==> src/rtl/spm_seq_if.sv <==
// Handshake/operand bundle for spm_seq. With SPM_SEQ_ACC_EN defined an
// accum request bit joins the master-driven group.
interface spm_seq_if #(
    parameter int XW = 32,
    parameter int YW = 32
);
    localparam int PW = XW + YW;

    logic          start;
    logic          sgn;
    logic [XW-1:0] x;
    logic [YW-1:0] y;
`ifdef SPM_SEQ_ACC_EN
    logic          accum;
`endif
    logic          busy;
    logic          done;
    logic [PW-1:0] p;

    modport master (
`ifdef SPM_SEQ_ACC_EN
        output accum,
`endif
        output start, sgn, x, y,
        input  busy, done, p
    );

    modport slave (
`ifdef SPM_SEQ_ACC_EN
        input  accum,
`endif
        input  start, sgn, x, y,
        output busy, done, p
    );
endinterface

==> src/rtl/spm_seq.sv <==
// Serial-parallel multiplier: y streams LSB-first against parallel x through a
// carry-save cell chain; PW+1 cycle latency. SPM_SEQ_ACC_EN adds p accumulation.
module spm_seq #(
    parameter  int XW = 32,
    parameter  int YW = 32,
    localparam int PW = XW + YW
) (
    input  logic     clk,
    input  logic     rst,
    spm_seq_if.slave bus
);
    localparam int CW = $clog2(PW);

    typedef enum logic [1:0] {
        S_IDLE = 2'd0,
        S_RUN  = 2'd1,
        S_DONE = 2'd2
    } state_t;

    state_t        state_q, state_d;
    logic [CW-1:0] cnt_q, cnt_d;
    logic [XW-1:0] x_q, x_d;
    logic [YW-1:0] y_q, y_d;
    logic          sgn_q, sgn_d;
    logic          yext_q, yext_d;
    logic [XW-2:0] s_q, s_d;
    logic [XW-1:0] c_q, c_d;
    logic [PW-2:0] col_q, col_d;
    logic [PW-1:0] p_q, p_d;
    logic          busy_q, busy_d;
    logic          done_q, done_d;
    logic          accept_s;
`ifdef SPM_SEQ_ACC_EN
    logic          acc_q, acc_d;
`endif

    logic [XW-1:0] pp_s;
    logic [XW-1:0] ns_s;
    logic [XW-1:0] nc_s;

    function automatic logic [1:0] fa(input logic a, input logic b, input logic c);
        fa = {(a & b) | (a & c) | (b & c), a ^ b ^ c};
    endfunction

    // Cell chain: positive-weight full adders, MSB cell adds (unsigned) or
    // subtracts (signed); in signed mode its carry flag is a borrow of weight -1.
    always_comb begin
        pp_s = x_q & {XW{y_q[0]}};
        ns_s = '0;
        nc_s = '0;
        for (int i = 0; i < XW - 1; i++) begin
            {nc_s[i], ns_s[i]} = fa(pp_s[i], s_q[i], c_q[i]);
        end
        ns_s[XW-1] = pp_s[XW-1] ^ c_q[XW-1];
        if (sgn_q) begin
            nc_s[XW-1] = pp_s[XW-1] | c_q[XW-1];
        end else begin
            nc_s[XW-1] = pp_s[XW-1] & c_q[XW-1];
        end
    end

    // FSM next state, serial datapath advance and product update.
    always_comb begin
        state_d  = state_q;
        cnt_d    = cnt_q;
        x_d      = x_q;
        y_d      = y_q;
        sgn_d    = sgn_q;
        yext_d   = yext_q;
        s_d      = s_q;
        c_d      = c_q;
        col_d    = col_q;
        p_d      = p_q;
`ifdef SPM_SEQ_ACC_EN
        acc_d    = acc_q;
`endif
        accept_s = bus.start & (state_q != S_RUN);

        case (state_q)
            S_IDLE: begin
                if (accept_s) state_d = S_RUN;
                else          state_d = S_IDLE;
            end
            S_RUN: begin
                s_d   = ns_s[XW-1:1];
                c_d   = nc_s;
                y_d   = {yext_q, y_q[YW-1:1]};
                col_d = {ns_s[0], col_q[PW-2:1]};
                if (cnt_q == {CW{1'b0}}) begin
                    state_d = S_DONE;
`ifdef SPM_SEQ_ACC_EN
                    if (acc_q) p_d = p_q + {ns_s[0], col_q};
                    else       p_d = {ns_s[0], col_q};
`else
                    p_d = {ns_s[0], col_q};
`endif
                end else begin
                    cnt_d = cnt_q - CW'(1);
                end
            end
            S_DONE: begin
                if (accept_s) state_d = S_RUN;
                else          state_d = S_IDLE;
            end
            default: state_d = S_IDLE;
        endcase

        // Operands are captured only on accept; start during RUN never gets here.
        if (accept_s) begin
            cnt_d  = CW'(PW - 1);
            x_d    = bus.x;
            y_d    = bus.y;
            sgn_d  = bus.sgn;
            yext_d = bus.sgn & bus.y[YW-1];
            s_d    = '0;
            c_d    = '0;
            col_d  = '0;
`ifdef SPM_SEQ_ACC_EN
            acc_d  = bus.accum;
`endif
        end else begin
            sgn_d  = sgn_q;
        end

        busy_d = (state_d == S_RUN);
        done_d = (state_d == S_DONE);
    end

    // State and datapath registers with synchronous reset.
    always_ff @(posedge clk) begin
        if (rst) begin
            state_q <= S_IDLE;
            cnt_q   <= '0;
            x_q     <= '0;
            y_q     <= '0;
            sgn_q   <= 1'b0;
            yext_q  <= 1'b0;
            s_q     <= '0;
            c_q     <= '0;
            col_q   <= '0;
            p_q     <= '0;
            busy_q  <= 1'b0;
            done_q  <= 1'b0;
`ifdef SPM_SEQ_ACC_EN
            acc_q   <= 1'b0;
`endif
        end else begin
            state_q <= state_d;
            cnt_q   <= cnt_d;
            x_q     <= x_d;
            y_q     <= y_d;
            sgn_q   <= sgn_d;
            yext_q  <= yext_d;
            s_q     <= s_d;
            c_q     <= c_d;
            col_q   <= col_d;
            p_q     <= p_d;
            busy_q  <= busy_d;
            done_q  <= done_d;
`ifdef SPM_SEQ_ACC_EN
            acc_q   <= acc_d;
`endif
        end
    end

    assign bus.busy = busy_q;
    assign bus.done = done_q;
    assign bus.p    = p_q;
endmodule

==> src/flat_wrapper.sv <==
// flat-port wrapper written by rule: the top's interface ports become plain ports
module spm_seq_flat 
#(
    parameter  int XW = 32,
    parameter  int YW = 32,
    localparam int PW = XW + YW
)
  (clk, rst, bus_start, bus_sgn, bus_x, bus_y, bus_busy, bus_done, bus_p);
  spm_seq_if #(.XW(XW), .YW(YW)) bus_i ();
  input  logic clk;
  input  logic rst;
  input wire logic [$bits(bus_i.start)-1:0] bus_start;
  input wire logic [$bits(bus_i.sgn)-1:0] bus_sgn;
  input wire logic [$bits(bus_i.x)-1:0] bus_x;
  input wire logic [$bits(bus_i.y)-1:0] bus_y;
  output wire logic [$bits(bus_i.busy)-1:0] bus_busy;
  output wire logic [$bits(bus_i.done)-1:0] bus_done;
  output wire logic [$bits(bus_i.p)-1:0] bus_p;
  assign bus_i.start = bus_start;
  assign bus_i.sgn = bus_sgn;
  assign bus_i.x = bus_x;
  assign bus_i.y = bus_y;
  assign bus_busy = bus_i.busy;
  assign bus_done = bus_i.done;
  assign bus_p = bus_i.p;
  spm_seq #(.XW(XW), .YW(YW)) u_core (.clk(clk), .rst(rst), .bus(bus_i));
endmodule
==> config.mk <==
export PLATFORM = sky130hd
export DESIGN_NAME = spm_seq_flat
export DESIGN_NICKNAME = d
export VERILOG_FILES = /design/src/rtl/spm_seq_if.sv /design/src/rtl/spm_seq.sv /design/src/flat_wrapper.sv
export SDC_FILE = /design/constraint.sdc
export NUM_CORES = 1
export LEC_CHECK = 0
export ABC_AREA = 1
export CAP_MARGIN = 20
export CELL_PAD_IN_SITES_DETAIL_PLACEMENT = 0
export CELL_PAD_IN_SITES_GLOBAL_PLACEMENT = 1
export CORE_MARGIN = 3
export CORE_UTILIZATION = 47
export DETAILED_ROUTE_END_ITERATION = 6
export DONT_BUFFER_PORTS = 1
export GPL_TIMING_DRIVEN = 0
export PLACE_DENSITY = 0.78
export SLEW_MARGIN = 15
export SYNTH_ARGS = -nofsm -noshare
export SYNTH_HDL_FRONTEND = slang
export SYNTH_SLANG_ARGS = --single-unit
==> constraint.sdc <==
create_clock -name clk -period 2 [get_ports clk]
set_input_delay 0.4 -clock clk [delete_from_list [all_inputs] [get_ports clk]]
set_output_delay 0.4 -clock clk [all_outputs]
set_load 0.005 [all_outputs]
==> reports/summary.txt <==
CTS tree: built
# rows: 55
Die Area: 25,020 um2
WP buf/inv: 1
Die X: 158.2 um
Starting density of the core: 0.4792
Avg Cell Area, Syn: 7.846 um2
Boundary Pins: 134
Pwr/cell area: 966.7 nW/um2
Total negative setup slack: 0 ns
Crit path max-delay family: adder cells
Largest net degree at the start of global routing: 15
Layout cells sized above 1: 0.1161
Layout fillers: 2,299
Min cycle time layout: 1.895 ns
Max_slew headroom: 0.6477
Vias in the first global route: 7,874
Wire length per cell: 14.22 um
Mapped cell area: 10,880 um2
GRT Overall Usage: 0.1915
Design Area, Final: 12,180 um2
Hold WC Path Type: in2reg
First-pass DRT Iterations: 4
Post-CTS Setup Bufs: 0
Post-route ant nets: 0
Seq/Total Area, Yosys: 0.4893
Total CTS buffers: 29
Vias: 8,467
Worst-path cell chain: clkbuf_2 > nand2_1 > fa_1 > or2_2 > a21oi_1
H-tree depth: 1
WS Path Type: reg2reg
Residual DRC: 0
R2r startpoint: u_core.y_q[0]$_SDFFE_PP0P_
Clk buf depth: 3
Startpoint Class: register
Worst-case reg-to-reg path depth: 5
Core area: 22,710 um2
First-pass GRT wire length: 39.28 mm
Initial DRC Count: 429
Hold Vio Cnt, Final: 0
Register bit total from synthesis: 266
Syn Nets: 1,489
Crit path required time: 2.46 ns
Final critical-path share of the clock period: 0.9475
Yosys cell types: 27
Grt total ovfl: 0
Worst skew pair latency: 0.54 ns
Final setup fails: 0
Hold Path Origin: bus_x[27]
Final WL: 24.52 mm
Hold Crit Endpoint: u_core.x_q[27]$_SDFFE_PP0P_
Largest incremental delay on the critical path: 0.48 ns
GP Congestion: 0.7808
Critical path's slowest cell: fa_1
Die height: 158.2 um
Slew at the pin with the worst max-slew slack: 0.5284 ns
Layout area overhead: 11.93%
Arr. time, crit path: 2.36 ns
# port buffers: 0
Root Buffer: clkbuf_16
Worst Setup End Kind: register
Outcome: finished clean
Tot Pwr: 11.78 mW
Flop2flop setup slack: 0.10 ns
YS warnings: 0
Non-Filler Instances: 1,724
Max-slew violation count: 0
Final net count: 1,520
DP Area: 11,240 um2
Max Freq: 0.5277 GHz
Maximum fanout along the worst path: 10
Hold Slack: 0.03454 ns
Worst vdd ir: 0.5078 mV
Hold depth: 2
Via/cell ratio: 4.911
DPL Wire Length: 16.91 mm
Post-Syn Instances: 1,387
MaxCap Viol Count: 0
RSZ-0062 raised after global routing: no
Clk_skew: 0.01212 ns
Worst R2R End: u_core.s_q[17]$_SDFFE_PP0P_
Initial antenna violation count: 1
# placed instances: 1,672
CTS Sinks: 266
LEAKAGE: 4.628 nW
Reg clk slew, reported paths: 0.06 ns
==> cell usage after synthesis <==
master,n,share of area
a21oi_1,134,0.062
buf_2,43,0.020
buf_4,20,0.014
buf_6,4,0.0041
clkbuf_1,22,0.0076
clkinv_2,1,0.00046
dfxtp_1,266,0.49
fa_1,31,0.057
ha_1,3,0.0034
inv_1,139,0.048
inv_2,3,0.0010
nand2_1,433,0.15
nand2_2,1,0.00058
nand2_4,3,0.0031
nand3_1,70,0.032
nand3_2,1,0.00092
nor2_1,77,0.027
nor2_2,1,0.00058
nor2_4,1,0.0010
nor3_1,1,0.00046
o211ai_1,3,0.0021
o21ai_0,38,0.017
o221ai_1,29,0.023
o22ai_1,1,0.00058
or2_0,15,0.0086
or2_1,7,0.0040
or2_2,40,0.023
==> layout by cell type (no fill, tap or decap), types with 2 or more instances in the layout <==
cell       Yosys  layout
bufinv_16      0       2
a21oi_1      134     134
clkinv_2       1       9
o21ai_0       38      38
clkbuf_8       0       5
clkbuf_16      0      29
or2_1          7       7
buf_2         43      43
nand3_1       70      70
nand2_4        3       3
fa_1          31      31
buf_4         20      20
inv_2          3       3
inv_1        139     139
o211ai_1       3       3
nor2_1        77      77
buf_6          4       4
clkbuf_1      22      24
or2_0         15      15
ha_1           3       3
nand2_1      433     433
clkbuf_2       0       2
or2_2         40      40
dfxtp_1      266     265
o221ai_1      29      29
==> state kept, by name, indices dropped and copies added, names as in the netlist <==
signal and cells:
u_core.bus.busy 1, u_core.bus.done 1, u_core.bus.p 64, u_core.c_q 32
u_core.cnt_q 6, u_core.col_q 63, u_core.s_q 31, u_core.sgn_q 1
u_core.state_q 2, u_core.x_q 32, u_core.y_q 32, u_core.yext_q 1
==> cell families after synthesis <==
group	after synthesis	share of synthesized area
simple gates	650	0.2504
fa+ha+maj	34	0.06047
flops	266	0.4893
compound gates	205	0.1051
buf+inv	232	0.09473
==> area by class of cell <==
type,count,area [um2],share of cell area
antenna,1,2.502,0.0002054
inverter,143,538.0,0.04417
multi-input combinational,889,4527,0.3716
timing repair buffer,1,10.01,0.0008217
buffer,88,495.5,0.04067
clock buffer,40,817.0,0.06707
tap,285,356.6,0.02927
clock inverter,11,108.9,0.008936
sequential,266,5326,0.4372
==> worst max-delay path by stage <==
stage,start,to,depth (start not counted)
finish,u_core.y_q[0]$_SDFFE_PP0P_,u_core.s_q[17]$_SDFFE_PP0P_,5
global route,u_core.y_q[0]$_SDFFE_PP0P_,u_core.s_q[20]$_SDFFE_PP0P_,5
CTS,u_core.y_q[0]$_SDFFE_PP0P_,u_core.s_q[17]$_SDFFE_PP0P_,5
detailed placement,u_core.y_q[0]$_SDFFE_PP0P_,u_core.s_q[25]$_SDFFE_PP0P_,6
global placement,u_core.y_q[0]$_SDFFE_PP0P_,u_core.s_q[25]$_SDFFE_PP0P_,6
floorplan,u_core.y_q[0]$_SDFFE_PP0P_,u_core.s_q[10]$_SDFFE_PP0P_,6
==> metal layers <==
metal | vias to the layer above | part of all wire | track usage | wire length, um
met4 | 0 | 0.022 | 0.05449 | 547
li1 | 4397 | - | - | -
met2 | 137 | 0.44 | 0.2971 | 10700
met5 | - | 0 | 0 | 0
met3 | 35 | 0.042 | 0.02925 | 1042
met1 | 3898 | 0.50 | 0.2782 | 12240
==> power by group <==
part | switching [mW] | total, mW | leakage (nW) | internal [mW]
Clock | 2.10 | 5.19 | 0.464 | 3.09
Sequential | 0.0808 | 5.52 | 2.16 | 5.44
Combinational | 0.740 | 1.06 | 2.01 | 0.324
==> what timing repair did <==
item | CTS | global route
hold endpoints to repair | 1 | 0
hold buffers | 1 | 0
endpoints found under the setup margin | 61 | 0
gates resized for setup | 5 | 0
==> worst reg2reg max path, cell delays in order (launching register included) <==
cell and delay [ns]:
dfxtp_2 0.45, clkbuf_2 0.31, nand2_1 0.17, fa_1 0.48, or2_2 0.30, a21oi_1 0.12
==> metrics by stage <==
step / setup slack, ns / util
after floorplan: 0.2287 / -
after global placement: -0.2804 / 0.4949
after detailed placement: -0.3412 / 0.4949
after CTS: 0.1223 / 0.5363
after global routing: 0.01656 / 0.5364
final: 0.1049 / 0.5364
Power figures use the tool's default switching activity.
